--- src/rtl/port_b_bias_capture.sv ---
// port_b_bias_capture
//
// Receiving end of the BRAM port-B fetch path. Each request puts two consecutive
// words on dout_b. Word 0 arrives with port_b_start_out and word 1 follows one
// cycle later. port_b_done then closes the transfer.
//
// A neuron fetch is delivered as a one-cycle deliver_valid pulse. The pulse
// carries a one-hot neuron_sel and the two captured words. A boot fetch loads
// the persistent bias registers instead, and leaves the neuron outputs untouched.
//
// Ports:
//   clk              in   system clock
//   rst_n            in   synchronous active-low reset
//   boot_mode        in   current fetch is the bias pair (sampled with start)
//   port_b_start_out in   pulse, word 0 valid on dout_b this cycle
//   port_b_done      in   pulse, payload transfer complete
//   dout_b           in   BRAM port-B read data
//   neuron_id        in   index of neuron being served (sampled with start)
//   word0_out        out  captured first word, held until the next delivery
//   word1_out        out  captured second word, held until the next delivery
//   neuron_sel       out  one-hot target, non-zero only with deliver_valid
//   deliver_valid    out  one-cycle pulse, words ready for neuron_sel
//   bias0            out  boot-loaded bias word 0
//   bias1            out  boot-loaded bias word 1
//   bias_loaded      out  sticky, set after the first boot capture
//   proto_err        out  sticky protocol-error flag
//   busy             out  high whenever the capture FSM is not idle

module port_b_bias_capture #(
   parameter int unsigned NUM_NEURONS = 30,
   parameter int unsigned DATA_W      = 16,
   parameter int unsigned ID_W        = 5,
   parameter int unsigned TIMEOUT     = 4
) (
   input  logic                   clk,
   input  logic                   rst_n,
   input  logic                   boot_mode,
   input  logic                   port_b_start_out,
   input  logic                   port_b_done,
   input  logic [DATA_W-1:0]      dout_b,
   input  logic [ID_W-1:0]        neuron_id,
   output logic [DATA_W-1:0]      word0_out,
   output logic [DATA_W-1:0]      word1_out,
   output logic [NUM_NEURONS-1:0] neuron_sel,
   output logic                   deliver_valid,
   output logic [DATA_W-1:0]      bias0,
   output logic [DATA_W-1:0]      bias1,
   output logic                   bias_loaded,
   output logic                   proto_err,
   output logic                   busy
);

   localparam int unsigned CntW = $clog2(TIMEOUT + 1);

   typedef enum logic [1:0] {
      StIdle,
      StCap1,
      StWaitDone,
      StEmit
   } state_e;

   state_e                 state_q, state_d;
   logic [CntW-1:0]        cnt_q, cnt_d;
   logic [CntW-1:0]        cnt_inc;

   // Capture buffer, filled during CAP1.
   logic [DATA_W-1:0]      cap_w0_q, cap_w0_d;
   logic [DATA_W-1:0]      cap_w1_q, cap_w1_d;
   logic [ID_W-1:0]        tag_id_q, tag_id_d;
   logic                   tag_boot_q, tag_boot_d;

   // Output registers.
   logic [DATA_W-1:0]      word0_q, word0_d;
   logic [DATA_W-1:0]      word1_q, word1_d;
   logic [NUM_NEURONS-1:0] sel_q, sel_d;
   logic                   dv_q, dv_d;
   logic [DATA_W-1:0]      bias0_q, bias0_d;
   logic [DATA_W-1:0]      bias1_q, bias1_d;
   logic                   loaded_q, loaded_d;
   logic                   err_q, err_d;

   logic                   id_in_range;

   assign cnt_inc     = cnt_q + 1'b1;
   assign id_in_range = (32'(tag_id_q) < NUM_NEURONS);

   always_comb begin
      state_d    = state_q;
      cnt_d      = cnt_q;
      cap_w0_d   = cap_w0_q;
      cap_w1_d   = cap_w1_q;
      tag_id_d   = tag_id_q;
      tag_boot_d = tag_boot_q;
      word0_d    = word0_q;
      word1_d    = word1_q;
      sel_d      = '0;
      dv_d       = 1'b0;
      bias0_d    = bias0_q;
      bias1_d    = bias1_q;
      loaded_d   = loaded_q;
      err_d      = err_q;

      unique case (state_q)
         StIdle: begin
            if (port_b_done) begin
               err_d = 1'b1;
            end
            if (port_b_start_out) begin
               cap_w0_d   = dout_b;
               tag_id_d   = neuron_id;
               tag_boot_d = boot_mode;
               state_d    = StCap1;
            end
         end

         StCap1: begin
            if (port_b_start_out) begin
               // Restart: abandon the current capture and take the new word 0.
               err_d      = 1'b1;
               cap_w0_d   = dout_b;
               tag_id_d   = neuron_id;
               tag_boot_d = boot_mode;
               state_d    = StCap1;
            end else begin
               cap_w1_d = dout_b;
               cnt_d    = '0;
               state_d  = StWaitDone;
            end
         end

         StWaitDone: begin
            if (port_b_start_out) begin
               // A start beats a coincident done, so the old capture is dropped.
               err_d      = 1'b1;
               cap_w0_d   = dout_b;
               tag_id_d   = neuron_id;
               tag_boot_d = boot_mode;
               state_d    = StCap1;
            end else if (port_b_done) begin
               // Outputs load here so that they are visible during the EMIT cycle.
               state_d = StEmit;
               if (tag_boot_q) begin
                  bias0_d  = cap_w0_q;
                  bias1_d  = cap_w1_q;
                  loaded_d = 1'b1;
               end else if (id_in_range) begin
                  dv_d    = 1'b1;
                  sel_d   = NUM_NEURONS'(1) << tag_id_q;
                  word0_d = cap_w0_q;
                  word1_d = cap_w1_q;
               end else begin
                  err_d = 1'b1;
               end
            end else begin
               cnt_d = cnt_inc;
               if (cnt_inc == CntW'(TIMEOUT)) begin
                  err_d   = 1'b1;
                  cnt_d   = '0;
                  state_d = StIdle;
               end
            end
         end

         StEmit: begin
            // The pulse is already on the outputs. A new start here begins the
            // next capture without an idle cycle in between.
            state_d = StIdle;
            if (port_b_start_out) begin
               cap_w0_d   = dout_b;
               tag_id_d   = neuron_id;
               tag_boot_d = boot_mode;
               state_d    = StCap1;
            end
         end

         default: begin
            state_d = StIdle;
         end
      endcase
   end

   always_ff @(posedge clk) begin
      if (!rst_n) begin
         state_q    <= StIdle;
         cnt_q      <= '0;
         cap_w0_q   <= '0;
         cap_w1_q   <= '0;
         tag_id_q   <= '0;
         tag_boot_q <= 1'b0;
         word0_q    <= '0;
         word1_q    <= '0;
         sel_q      <= '0;
         dv_q       <= 1'b0;
         bias0_q    <= '0;
         bias1_q    <= '0;
         loaded_q   <= 1'b0;
         err_q      <= 1'b0;
      end else begin
         state_q    <= state_d;
         cnt_q      <= cnt_d;
         cap_w0_q   <= cap_w0_d;
         cap_w1_q   <= cap_w1_d;
         tag_id_q   <= tag_id_d;
         tag_boot_q <= tag_boot_d;
         word0_q    <= word0_d;
         word1_q    <= word1_d;
         sel_q      <= sel_d;
         dv_q       <= dv_d;
         bias0_q    <= bias0_d;
         bias1_q    <= bias1_d;
         loaded_q   <= loaded_d;
         err_q      <= err_d;
      end
   end

   assign word0_out     = word0_q;
   assign word1_out     = word1_q;
   assign neuron_sel    = sel_q;
   assign deliver_valid = dv_q;
   assign bias0         = bias0_q;
   assign bias1         = bias1_q;
   assign bias_loaded   = loaded_q;
   assign proto_err     = err_q;
   assign busy          = (state_q != StIdle);

endmodule
--- config.mk ---
export PLATFORM = sky130hd
export DESIGN_NAME = port_b_bias_capture
export DESIGN_NICKNAME = d
export VERILOG_FILES = /design/src/rtl/port_b_bias_capture.sv
export SDC_FILE = /design/constraint.sdc
export NUM_CORES = 1
export LEC_CHECK = 0
export BUFFER_PORTS_ARGS = -buffer_cell sky130_fd_sc_hd__buf_2
export CELL_PAD_IN_SITES_DETAIL_PLACEMENT = 0
export CELL_PAD_IN_SITES_GLOBAL_PLACEMENT = 1
export CORE_MARGIN = 2
export CORE_UTILIZATION = 39
export CTS_BUF_LIST = sky130_fd_sc_hd__clkbuf_16
export CTS_CLUSTER_DIAMETER = 40
export CTS_CLUSTER_SIZE = 20
export DETAILED_ROUTE_END_ITERATION = 10
export GPL_ROUTABILITY_DRIVEN = 0
export GPL_TIMING_DRIVEN = 0
export PLACE_DENSITY = 0.87
export SLEW_MARGIN = 10
export SYNTH_ARGS = -nofsm -noshare
export SYNTH_HDL_FRONTEND = slang
export SYNTH_SLANG_ARGS = --single-unit
--- constraint.sdc ---
create_clock -name clk -period 1.85 [get_ports clk]
set_input_delay 0.4625 -clock clk [delete_from_list [all_inputs] [get_ports clk]]
set_output_delay 0.4625 -clock clk [all_outputs]
set_load 0.02 [all_outputs]
==> flow_metrics.py <==
metrics = {
    "run_status": {
        "status": "finished clean",
    },
    "die": {
        "core_um2": 13100,
        "chipWidth_um": 119,
        "rows": 42,
        "io_pins": 124,
        "die_h_um": 119,
        "start_util_pct": 39.4,
        "die-area_um2": 14200,
    },
    "global_route": {
        "track_usage_pct": 18.9,
        "grt_pass1_wl_um": 20900,
        "overflow": 0,
        "grt_pass1_vias": 4172,
        "antenna_found_initial": 1,
        "grt_start_max_net_pins": 17,
    },
    "synthesis": {
        "ys_warn_count": 0,
        "synthSimpleGateAreaFrac_pct": 21.7,
        "synth.mux.area_fraction_pct": 4.66,
        "synthXorXnorAreaFrac_pct": 0.170,
        "synthAdderAreaFrac_pct": 1.70,
        "syn_inst": 572,
        "synth_top_area_share_pct": 54.3,
        "synth_top_family_by_area": "simple AND/OR/NAND/NOR gates",
        "synth_compound_gate_area_share_pct": 12.0,
        "ys_ff_latch": 140,
        "syn_nets": 605,
        "syn-cell-area_um2": 5160,
        "synth_edf_count": 0,
        "synth.distinct_cells": 37,
        "synthTopCellsByArea": "dfxtp_1, nand2_1, a21oi_2",
        "synth-async-reset-ratio_pct": 0,
        "netlist.top_cell.by_area": "dfxtp_1",
        "synth_top_flop_cell": "dfxtp_1",
        "syn_area_per_cell_um2": 9.02,
        "ys_seq_area_share_pct": 54.3,
    },
    "placed_design": {
        "io_buffers": 122,
        "post_dp_cell_area_um2": 5990,
        "dpl.hpwl_um": 10000,
    },
    "finish": {
        "syn_to_final_growth_pct": 29.0,
        "final_nets": 745,
        "final_cell_area_um2": 6650,
        "layout-drive-gt1-share_pct": 31.4,
        "fin_util_pct": 50.9,
    },
    "critical_path": {
        "start_kind": "register",
        "cpMostUsedCell": "inv_1",
        "crit_slowest_cell": "dfxtp_2",
        "critPathMaxFanout": 4,
        "critical_path_required_ps": 1390,
        "critPathTopFamily": "flip-flops",
        "cpPeakStageDelay_ps": 340,
        "crit_type": "reg2out",
        "critPathBufInv": 3,
        "crit_chain": "inv_1 -> ha_1 -> inv_1 -> buf_2",
        "worst_setup_path_end_kind": "output pin",
        "worstPathArrival_ps": 1320,
    },
    "sta": {
        "min_period_ps": 1780,
        "tns_ps": 0,
        "rsz0062_at_grt": "yes",
        "max-slew-margin-rel_pct": 50.8,
        "period_share_pct": 96.3,
        "fin_skew_ps": 6.14,
        "final_hold_viol_count": 0,
        "drv_slew": 0,
        "tightest_slew_ps": 738,
        "max_freq_ghz": 0.561,
        "setup_violations": 0,
    },
    "power": {
        "max-vdd-ir-drop_v": 0.000735,
        "p_per_area_nw_per_um2": 1090,
        "power_w": 0.00727,
        "p_leak_nw": 2.78,
    },
    "clock_network": {
        "cts_inserted_buffers": 17,
        "tritoncts": "yes",
        "clockBufferDepth": 2,
        "post_cts_buffers": 0,
        "cts.sinks": 140,
        "htreeDepth": 4,
        "clk_pin_slew_worst_paths_ps": 50,
        "clk_latency_ps": 420,
        "postCtsHoldBufs": 0,
        "cts_root_buf": "clkbuf_16",
    },
    "drt": {
        "drt_iter0_drc": 272,
        "vias_per_cell": 4.79,
        "drt_wl_total_um": 13300,
        "avgRoutedWirePerCell_um": 14.7,
        "vias": 4320,
        "final_antenna_net_count": 0,
        "firstDrtPassIters": 5,
        "drc": 0,
    },
    "hold_path": {
        "hold_path_class": "in2reg",
    },
    "flow_run": {
        "maxCapViolations": 0,
    },
}
==> tightest hold or removal path, delay by kind of cell <==
kind / cells / cell delay (ps)
buffers and inverters: 1 / 80
multiplexers: 1 / 60
AND/OR/NAND/NOR: 1 / 70
==> logic make-up after synthesis <==
| logic type | Yosys count |
|---|---|
| and+or+nand+nor | 258 |
| DFF | 140 |
| AOI/OAI and AO/OA | 95 |
| buffers and inverters | 47 |
| muxes | 24 |
| adders and majority gates | 7 |
| xor gates and xnor gates | 1 |
==> power breakdown <==
group | internal, W | switching [W]
logic | 0.000129 | 0.000243
registers | 0.00308 | 0.0000585
clock network | 0.00250 | 0.00126
==> layout by cell type, fill, tap and decap left out, types with 3 or more instances in the layout <==
cell type | synthesis | layout
clkbuf_1 | 8 | 7
bufinv_16 | 0 | 6
mux2i_1 | 24 | 24
clkinv_1 | 0 | 3
a21oi_1 | 21 | 21
a21oi_2 | 30 | 30
nand3_1 | 38 | 38
ha_1 | 7 | 7
nand2_1 | 119 | 118
nor2b_1 | 3 | 3
clkinv_2 | 0 | 3
nand2_2 | 20 | 21
buf_12 | 3 | 3
clkbuf_16 | 0 | 17
o21ai_1 | 22 | 22
buf_1 | 9 | 9
buf_2 | 13 | 132
o21ai_0 | 13 | 13
buf_4 | 5 | 6
inv_1 | 7 | 8
dfxtp_1 | 140 | 138
nor2_1 | 63 | 63
nor3_1 | 3 | 3
==> metal layers <==
metal	vias to the layer above	part of all wire [%]	track usage (%)
li1	2166	-	-
met3	30	6.8	5.80
met1	2000	44	23.7
met2	122	47	30.0
met4	2	2.5	8.11
met5	-	0.083	0
==> state kept, by name, summed over array words and instances (netlist names), 3 cells and up <==
| signal | count |
|---|---|
| bias0 | 16 |
| bias1 | 16 |
| cap_w0_q | 16 |
| cap_w1_q | 16 |
| cnt_q | 3 |
| neuron_sel | 30 |
| tag_id_q | 5 |
| word0_out | 16 |
| word1_out | 16 |
==> cell usage after synthesis, drive strengths merged (2+ instances only) <==
cell type / number
a21oi: 51
a41oi: 2
buf: 32
clkbuf: 8
dfxtp: 140
ha: 7
inv: 7
mux2i: 24
nand2: 139
nand2b: 2
nand3: 38
nand3b: 2
nand4: 2
nor2: 63
nor2b: 3
nor3: 3
nor4b: 2
o21ai: 35
o31ai: 2
==> final timing paths <==
kind	startpoint	depth (start not counted)	endpoint	slack, ps
setup / recovery	state_q[0]	4	busy	70
hold / removal	neuron_id[0]	3	tag_id_q[0]	280
setup reg to reg	state_q[0]	7	state_q[1]	100
hold reg to reg	word1_out[0]	2	word1_out[0]	450
==> what timing repair did <==
item	CTS	global route
endpoints found under the setup margin	1	35
pin swaps	0	1
gates resized for setup	1	5
==> stage by stage <==
step / worst slack (ps) / hold WS [ps] / cells
6_report: 68.9 / 284 / 902
5_1_grt: -2.65 / 298 / 901
4_1_cts: 11.3 / 267 / 902
3_5_place_dp: -49.1 / 448 / 870
3_3_place_gp: -29.5 / 443 / 870
2_1_floorplan: 274 / 441 / 572
==> area by class of cell <==
cell class                      instances  area, µm²
Tap cell                              176        220
Inverter                                7       26.3
Clock inverter                         15        226
Antenna cell                            1       2.50
Multi-Input combinational cell        385       2080
Fill cell                            1233       6430
Sequential cell                       140       2810
Clock buffer                           17        425
Buffer                                 39        256
Timing Repair Buffer                  122        611
No activity file was read; power rests on OpenSTA's default activity.
